$ cat src/rtl/uart_pkg.sv
// Shared UART definitions: default line configuration, timing derivations and the
// RX/TX FSM state encodings used by the receiver and transmitter blocks.
package uart_pkg;

  localparam int DEF_CLOCK_FREQ = 100_000_000;
  localparam int DEF_BAUD_RATE  = 9600;
  localparam int DEF_WORD_SIZE  = 8;
  localparam int DEF_STOP_BITS  = 1;
  localparam int UART_CNT_W     = 16;

  localparam int ST_W = 3;
  localparam logic [ST_W-1:0] ST_IDLE       = 3'd0;
  localparam logic [ST_W-1:0] ST_START      = 3'd1;
  localparam logic [ST_W-1:0] ST_WAIT       = 3'd2;
  localparam logic [ST_W-1:0] ST_LISTEN     = 3'd3;
  localparam logic [ST_W-1:0] ST_STOP       = 3'd4;
  localparam logic [ST_W-1:0] ST_SECONDWAIT = 3'd5;

  typedef struct packed {
    logic baud;
    logic qtr;
    logic thr_qtr;
  } baud_strobe_t;

  // A zero rate yields a zero limit so the range check fires instead of a divide fault.
  function automatic int calc_baud_limit(input int clock_freq, input int baud_rate);
    return (baud_rate > 0) ? clock_freq / baud_rate : 0;
  endfunction

  function automatic int calc_qtr_baud(input int baud_limit);
    return baud_limit / 4;
  endfunction

  function automatic int calc_thr_qtr_baud(input int baud_limit);
    return (baud_limit * 4) / 5;
  endfunction

endpackage

$ cat src/rtl/uart_parameters_unit_if.sv
// Baud-timing bus between the parameters unit and the UART FSMs.
interface uart_parameters_unit_if;
  import uart_pkg::*;

  // No handshake: run/restart/resync are level controls sampled every clk edge;
  // baud_cnt and the strobes are valid every cycle with no ready/backpressure.
  logic                  run;
  logic                  restart;
  logic                  resync;
  logic [UART_CNT_W-1:0] baud_cnt;
  logic                  baud_tick;
  logic                  qtr_tick;
  logic                  thr_qtr_tick;

  modport master (
    output run, restart, resync,
    input  baud_cnt, baud_tick, qtr_tick, thr_qtr_tick
  );

  modport slave (
    input  run, restart, resync,
    output baud_cnt, baud_tick, qtr_tick, thr_qtr_tick
  );

endinterface

$ cat src/rtl/uart_baud_counter.sv
// Shared baud counter: counts 0..BAUD_LIMIT and decodes the sample strobes from it.
module uart_baud_counter
  import uart_pkg::*;
#(
    parameter int BAUD_LIMIT   = 10,
    parameter int QTR_BAUD     = 2,
    parameter int THR_QTR_BAUD = 8
) (
    input logic                   clk,
    input logic                   rst,
          uart_parameters_unit_if.slave bus
);

    localparam logic [UART_CNT_W-1:0] LIMIT_V   = UART_CNT_W'(BAUD_LIMIT);
    localparam logic [UART_CNT_W-1:0] QTR_V     = UART_CNT_W'(QTR_BAUD);
    localparam logic [UART_CNT_W-1:0] THR_QTR_V = UART_CNT_W'(THR_QTR_BAUD);

    logic [UART_CNT_W-1:0] cnt;
    baud_strobe_t          strobe;

    // An unknown control falls through to the idle branch, so cnt stays defined.
    always_ff @(posedge clk) begin
        if (rst) begin
            cnt <= '0;
        end else if (bus.resync) begin
            cnt <= '0;
        end else if (bus.restart) begin
            cnt <= UART_CNT_W'(1);
        end else if (bus.run) begin
            cnt <= (cnt == LIMIT_V) ? '0 : cnt + UART_CNT_W'(1);
        end else begin
            cnt <= '0;
        end
    end

    always_comb begin
        strobe         = '0;
        strobe.baud    = (cnt == '0);
        strobe.qtr     = (cnt == QTR_V);
        strobe.thr_qtr = (cnt == THR_QTR_V);
    end

    assign bus.baud_cnt     = cnt;
    assign bus.baud_tick    = strobe.baud;
    assign bus.qtr_tick     = strobe.qtr;
    assign bus.thr_qtr_tick = strobe.thr_qtr;

endmodule

$ cat src/rtl/uart_parameters_unit.sv
// UART configuration constants (referenced hierarchically as params.*) exported on
// cfg_* ports, plus the shared baud-timing counter.
module uart_parameters_unit
  import uart_pkg::*;
#(
    parameter int CLOCK_FREQ = DEF_CLOCK_FREQ,
    parameter int BAUD_RATE  = DEF_BAUD_RATE,
    parameter int WORD_SIZE  = DEF_WORD_SIZE,
    parameter int STOP_BITS  = DEF_STOP_BITS
) (
    input  logic                         clk,
    input  logic                         rst,
           uart_parameters_unit_if.slave bus,
    output logic [31:0]                  cfg_clock_freq,
    output logic [31:0]                  cfg_baud_rate,
    output logic [7:0]                   cfg_word_size,
    output logic [15:0]                  cfg_baud_limit
);

    localparam int BAUD_LIMIT   = calc_baud_limit(CLOCK_FREQ, BAUD_RATE);
    localparam int QTR_BAUD     = calc_qtr_baud(BAUD_LIMIT);
    localparam int THR_QTR_BAUD = calc_thr_qtr_baud(BAUD_LIMIT);
    localparam int CNT_W        = UART_CNT_W;
    localparam int BIT_CNT_W    = $clog2(WORD_SIZE);

    if (BAUD_RATE <= 0) begin : g_bad_rate
        $fatal(1, "uart_parameters_unit: BAUD_RATE must be positive");
    end
    if (BAUD_LIMIT < 8 || BAUD_LIMIT > 65535) begin : g_bad_limit
        $fatal(1, "uart_parameters_unit: BAUD_LIMIT out of range 8..65535");
    end
    if (WORD_SIZE < 5 || WORD_SIZE > 16) begin : g_bad_word
        $fatal(1, "uart_parameters_unit: WORD_SIZE out of range 5..16");
    end
    if (STOP_BITS != 1 && STOP_BITS != 2) begin : g_bad_stop
        $fatal(1, "uart_parameters_unit: STOP_BITS must be 1 or 2");
    end
    if (QTR_BAUD >= THR_QTR_BAUD) begin : g_bad_points
        $fatal(1, "uart_parameters_unit: quarter point must precede three-quarter point");
    end
    // The receiver's bit index must be able to address every data bit.
    if ((1 << BIT_CNT_W) < WORD_SIZE || CNT_W != 16) begin : g_bad_widths
        $fatal(1, "uart_parameters_unit: counter widths inconsistent");
    end

    assign cfg_clock_freq = 32'(CLOCK_FREQ);
    assign cfg_baud_rate  = 32'(BAUD_RATE);
    assign cfg_word_size  = 8'(WORD_SIZE);
    assign cfg_baud_limit = 16'(BAUD_LIMIT);

    uart_baud_counter #(
        .BAUD_LIMIT  (BAUD_LIMIT),
        .QTR_BAUD    (QTR_BAUD),
        .THR_QTR_BAUD(THR_QTR_BAUD)
    ) u_baud_counter (
        .clk(clk),
        .rst(rst),
        .bus(bus)
    );

endmodule

$ cat src/flat_wrapper.sv
// flat-port wrapper written by rule: the top's interface ports become plain ports
module uart_parameters_unit_flat import uart_pkg::*;
#(
    parameter int CLOCK_FREQ = DEF_CLOCK_FREQ,
    parameter int BAUD_RATE  = DEF_BAUD_RATE,
    parameter int WORD_SIZE  = DEF_WORD_SIZE,
    parameter int STOP_BITS  = DEF_STOP_BITS
)
  (clk, rst, cfg_clock_freq, cfg_baud_rate, cfg_word_size, cfg_baud_limit, bus_run, bus_restart, bus_resync, bus_baud_cnt, bus_baud_tick, bus_qtr_tick, bus_thr_qtr_tick);
  uart_parameters_unit_if bus_i ();
  input  logic clk;
  input  logic rst;
  output logic [31:0] cfg_clock_freq;
  output logic [31:0] cfg_baud_rate;
  output logic [7:0] cfg_word_size;
  output logic [15:0] cfg_baud_limit;
  input wire logic [$bits(bus_i.run)-1:0] bus_run;
  input wire logic [$bits(bus_i.restart)-1:0] bus_restart;
  input wire logic [$bits(bus_i.resync)-1:0] bus_resync;
  output wire logic [$bits(bus_i.baud_cnt)-1:0] bus_baud_cnt;
  output wire logic [$bits(bus_i.baud_tick)-1:0] bus_baud_tick;
  output wire logic [$bits(bus_i.qtr_tick)-1:0] bus_qtr_tick;
  output wire logic [$bits(bus_i.thr_qtr_tick)-1:0] bus_thr_qtr_tick;
  assign bus_i.run = bus_run;
  assign bus_i.restart = bus_restart;
  assign bus_i.resync = bus_resync;
  assign bus_baud_cnt = bus_i.baud_cnt;
  assign bus_baud_tick = bus_i.baud_tick;
  assign bus_qtr_tick = bus_i.qtr_tick;
  assign bus_thr_qtr_tick = bus_i.thr_qtr_tick;
  uart_parameters_unit #(.CLOCK_FREQ(CLOCK_FREQ), .BAUD_RATE(BAUD_RATE), .WORD_SIZE(WORD_SIZE), .STOP_BITS(STOP_BITS)) u_core (.clk(clk), .rst(rst), .bus(bus_i), .cfg_clock_freq(cfg_clock_freq), .cfg_baud_rate(cfg_baud_rate), .cfg_word_size(cfg_word_size), .cfg_baud_limit(cfg_baud_limit));
endmodule
$ cat config.mk
export PLATFORM = sky130hd
export DESIGN_NAME = uart_parameters_unit_flat
export DESIGN_NICKNAME = d
export VERILOG_FILES = /design/src/rtl/uart_pkg.sv /design/src/rtl/uart_parameters_unit_if.sv /design/src/rtl/uart_baud_counter.sv /design/src/rtl/uart_parameters_unit.sv /design/src/flat_wrapper.sv
export SDC_FILE = /design/constraint.sdc
export NUM_CORES = 1
export LEC_CHECK = 0
export BUFFER_PORTS_ARGS = -buffer_cell sky130_fd_sc_hd__buf_2
export CAP_MARGIN = 10
export CORE_MARGIN = 1.5
export CORE_UTILIZATION = 41
export CTS_BUF_LIST = sky130_fd_sc_hd__clkbuf_4 sky130_fd_sc_hd__clkbuf_8 sky130_fd_sc_hd__clkbuf_16
export DETAILED_ROUTE_END_ITERATION = 6
export PLACE_DENSITY = 0.81
export SKIP_CTS_REPAIR_TIMING = 1
export SYNTH_ARGS = -nofsm -noshare
export SYNTH_HDL_FRONTEND = slang
export SYNTH_SLANG_ARGS = --single-unit
export TNS_END_PERCENT = 100
$ cat constraint.sdc
create_clock -name clk -period 1.9 [get_ports clk]
set_input_delay 0.38 -clock clk [delete_from_list [all_inputs] [get_ports clk]]
set_output_delay 0.38 -clock clk [all_outputs]
set_load 0.02 [all_outputs]
## Word-level counts from Yosys, hierarchy flattened

Cells that the tools add are included.

| storage, ports and cells | value |
|---|---|
| flip-flop bits (word level) | 16 |
| latch bits | 0 |
| bits in writable memories | 0 |
| ROM bits | 0 |
| input bits | 5 |
| output and inout bits | 107 |
| memories kept | 0 |

| operators by class | value |
|---|---|
| $add $sub $neg | 1 |
| multiply operators | 0 |
| divide/modulo/power cells | 0 |
| magnitude comparators | 0 |
| equal/unequal tests | 3 |
| shifts and indexed selects | 0 |
| mux-type cells | 3 |
| bitwise operators | 1 |
| reduce and logical (&&, ||, !) cells | 3 |

Operators by type and width:

| operator | number |
|---|---|
| equality test 16 x 14 -> 1 bit (second input constant) | 2 |
| adder 16 x 1 -> 16 bit (second input constant) | 1 |
| equality test 16 x 12 -> 1 bit (second input constant) | 1 |
| zero test 16 bit | 1 |
| OR reduction 5 bit | 1 |
| 2-to-1 mux 1 bit | 3 |
| OR reduction 2 bit | 1 |
| NOT 1 bit | 1 |

## Logic depth before layout (Yosys ltp)

| logic depth | value |
|---|---|
| depth in word-level cells | 4 |
| gate-level depth with buffers | 6 |
| mapped depth without buffers | 5 |

## By module

From an unflattened synthesis, not the netlist that was laid out.

| unflattened totals | value |
|---|---|
| cells, all modules | 190 |
| area, all modules | 1508.9 µm² |

Modules (own cells, without submodules):

| module | instances | cells each | area each (µm²) | seq. area each (µm²) |
|---|---|---|---|---|
| uart_baud_counter | 1 | 100 | 840.8 | 320.3 |
| uart_parameters_unit | 1 | 90 | 668.1 | 0.0 |

## Worst setup path before layout

Ideal clock, no wire load.

| timing path | value |
|---|---|
| path type | flip-flop to output port |
| from | register u_core.u_baud_counter.cnt[8], in the netlist u_core.u_baud_counter.bus.baud_cnt[8] |
| to | output port bus_baud_tick |
| arrival | 1.602 ns |
| slack | -0.082 ns |
| cell stages (with the launch flop) | 4 |
| path buffers | 0 |
| path through | dfxtp_1 > nor4_1 > nand4_1 > nor4_1 |

| on the way | value |
|---|---|
| word-level cells in the longest chain between the ends | 1 |

Ends and longest elaborated chain:

| item | RTL line | source |
|---|---|---|
| start, declared | uart_baud_counter.sv:18 | `logic [UART_CNT_W-1:0] cnt;` |
| start signal, assigned | uart_baud_counter.sv:30 | `cnt <= (cnt == LIMIT_V) ? '0 : cnt + UART_CNT_W'(1);` |
| zero test 16 bit | uart_baud_counter.sv:38 | `strobe.baud = (cnt == '0);` |
| end, declared | flat_wrapper.sv:21 | `output wire logic [$bits(bus_i.baud_tick)-1:0] bus_baud_tick;` |

No other way between the ends.

## Worst setup path in the final report

| timing path | value |
|---|---|
| from | register u_core.u_baud_counter.cnt[1], in the netlist u_core.u_baud_counter.bus.baud_cnt[1] |
| to | output port bus_qtr_tick |

| on the way | value |
|---|---|
| word-level cells in the longest chain between the ends | 1 |

Ends and longest elaborated chain:

| item | RTL line | source |
|---|---|---|
| equality test 16 x 12 -> 1 bit | uart_baud_counter.sv:39 | `strobe.qtr = (cnt == QTR_V);` |
| end, declared | flat_wrapper.sv:22 | `output wire logic [$bits(bus_i.qtr_tick)-1:0] bus_qtr_tick;` |

No other way between the ends.

==> flow_summary.toml <==
[outcome]
status = "completed"

[floorplan]
die_area_mm2 = 0.00407
rows = 21
initial_utilization_pct = 44.0
die-height_um = 63.8
coreArea_mm2 = 0.00344
fp.dieW_um = 63.8
design.portCount = 112

[cts]
insertion_delay_to_the_later_sink_of_the_worst_skew_pair_ns = 0.25
buffer_levels_on_the_longest_clock_path = 2
cts_tree = "yes"
cts_htree_levels = 1
tritoncts_num_sinks = 16
cts_inserted_buffers = 3
clkSlewWorstSetupHoldPaths_ns = 0.06
ctsRootBufferMaster = "clkbuf_8"

[global_routing]
gr-usage-all-layers_pct = 11.3
grtUsageMet1_pct = 15.2
globalRoute.busiestLayer = "met2"
global_route.overflow_total = 0
grt_antenna_before_repair = 0
grt_start_max_net_pins = 11
globalRouteMet2Util_pct = 16.4
number_of_global_route_vias_before_repair = 745
global_route.usage.met3_pct = 2.99
grt_first_pass_wirelength_mm = 3.55

[sta]
final_max_slew_viol_count = 0
setup_viol_count_final = 0
max_clock_freq_mhz = 539
timing.final.crit_share_pct = 97.7
fin_ws_ns = 0.0435
hold_viol = 0
final.setup_skew_ns = 0.000858
fin_crit_ns = 1.86

[synthesis]
postSynthRegisterBits = 16
synth.cells.most_frequent = "buf_4, nor2_1, dfxtp_1"
mean_instance_size_in_the_synthesized_netlist_um2 = 7.85
yosysWarnings = 0
yosysMostFrequentCell = "buf_4"
synth_top_cells_by_area = "buf_4, dfxtp_1, xnor2_1"
main_flop_type_after_synthesis = "dfxtp_1"
synth-edff-count = 0
synth_cell_types = 24
postSynth.asyncResetShare_pct = 0
yosysSeqAreaShare_pct = 21.1
syn-instance-count = 193
yosys_top_cell_area_share_pct = 44.1
yosysTopAreaCell = "buf_4"
netlist_area_mm2 = 0.00152

[critical_path]
worst-path-buf-inv = 2
criticalPathCategory = "flop to output pin"
kind_of_cell_adding_the_most_delay_to_the_critical_path = "simple AND/OR/NAND/NOR gates"
critical_path_required_ns = 1.52
crit_chain = "inv_1 -> ha_4 -> nand3_2 -> nor4_2 -> and4b_1 -> buf_6"
critical_path.endpoint_type = "output pin"
crit_path_max_fanout = 5
slowest_stage = "dfxtp_2"
timing.critical_path.arrival_ns = 1.48
worstSetupStartpointType = "flop"
max_stage_delay_ns = 0.34

[cells_and_area]
num_antenna_cells = 0
final_layout_size_suffix_gt1_share_pct = 21.5
multi_input_comb_area_um2 = 856
finish.net_count = 228
area.growth.synth_to_final_pct = -2.73
finish.utilization_pct = 42.8
n_fill_cell = 386
largest_register_ffs = 16
register_area_um2 = 325

[worst_hold_path]
holdCritPathClass = "primary input to flop"

[job]
max-cap-violations = 0

[placement]
placement.io_buffers = 23
detailedPlace.worstSlack_ns = 0.153
dpl.hpwl_mm = 1.99
place_congestion = 0.797

[routing]
route.detailed.wl_per_inst_um = 9.58
drt-pass1-iter-count = 4
drc = 0
via_count = 1031
postRouteWirelength_mm = 2.54
vias_per_cell = 3.89
detailedRoute.firstIterationViolations = 29
final_antenna_net_count = 0

[pwr]
vdd_ir_drop_max_v = 0.000186
powerDensity_mw_per_mm2 = 531
finalPower_uw = 783
power.static_leakage_uw = 0.000702
==> layout make-up <==
class	count	share of cell area, %
clock buffer	3	2.80
inverter	6	1.53
multi-input combinational	165	58.1
sequential	16	22.1
tap	46	3.90
timing repair buffer	29	11.6
==> where the power goes <==
| part | total (uW) | switching [uW] | leakage (uW) | internal (uW) |
|---|---|---|---|---|
| Sequential | 340 | 2.36 | 0.000131 | 338 |
| Clock | 256 | 115 | 0.0000216 | 141 |
| Combinational | 187 | 172 | 0.000550 | 15.4 |
| Total | 783 | 289 | 0.000702 | 494 |
==> metal layers <==
layer	share of wire (%)	vias up
li1	-	499
met1	41	463
met2	47	64
met3	9.5	5
met4	1.7	0
met5	0	-
==> kinds of logic (layout without fill, tap and decap cells) <==
family	Yosys count	after routing	share of synthesized area, %
buffers and inverters	98	38	47.0
AND/OR/NAND/NOR	58	58	19.4
flip-flops	16	16	21.1
XOR/XNOR	13	13	7.51
AO/OA/AOI/OAI	4	4	2.81
adder cells (fa/ha/maj)	2	2	1.65
other	2	88	0.496
==> final timing paths <==
check                                         start                                     end  slack [ns]  depth (start not counted)
max           u_core.u_baud_counter.bus.baud_cnt[1]                            bus_qtr_tick        0.04                          6
min                                     bus_restart   u_core.u_baud_counter.bus.baud_cnt[0]        0.37                          3
max reg2reg   u_core.u_baud_counter.bus.baud_cnt[7]  u_core.u_baud_counter.bus.baud_cnt[14]        0.15                          4
min reg2reg  u_core.u_baud_counter.bus.baud_cnt[15]  u_core.u_baud_counter.bus.baud_cnt[15]        0.55                          2
==> placed cells by master, fill, tap and decap left out, drive strengths merged <==
| cell | instances |
|---|---|
| buf | 29 |
| nor2 | 20 |
| ha | 2 |
| inv | 6 |
| nand2 | 9 |
| nor4 | 6 |
| or4 | 1 |
| o31ai | 2 |
| clkbuf | 3 |
| or3 | 1 |
| nor4b | 1 |
| dfxtp | 16 |
| nor3 | 7 |
| and4b | 2 |
| nand4 | 4 |
| a21oi | 1 |
| conb | 88 |
| xnor2 | 12 |
| o21ai | 1 |
| xor2 | 1 |
| nand3 | 7 |
==> per-stage QoR <==
stage | instances | TNS [ns] | hold slack (ns) | cell area, um^2
2_1_floorplan | 279 | 0 | 0.489 | 1840
3_3_place_gp | 261 | 0 | 0.530 | 1370
3_5_place_dp | 261 | 0 | 0.534 | 1370
4_1_cts | 264 | -0.352 | 0.365 | 1410
5_1_grt | 265 | -0.00630 | 0.394 | 1470
6_report | 265 | 0 | 0.368 | 1470
==> worst min-delay path: cells and delay by family <==
kind / cells / cell delay (ns)
buf+inv: 1 / 0.09
simple gates: 1 / 0.06
compound gates: 1 / 0.06
No activity file was read; power rests on OpenSTA's default activity.
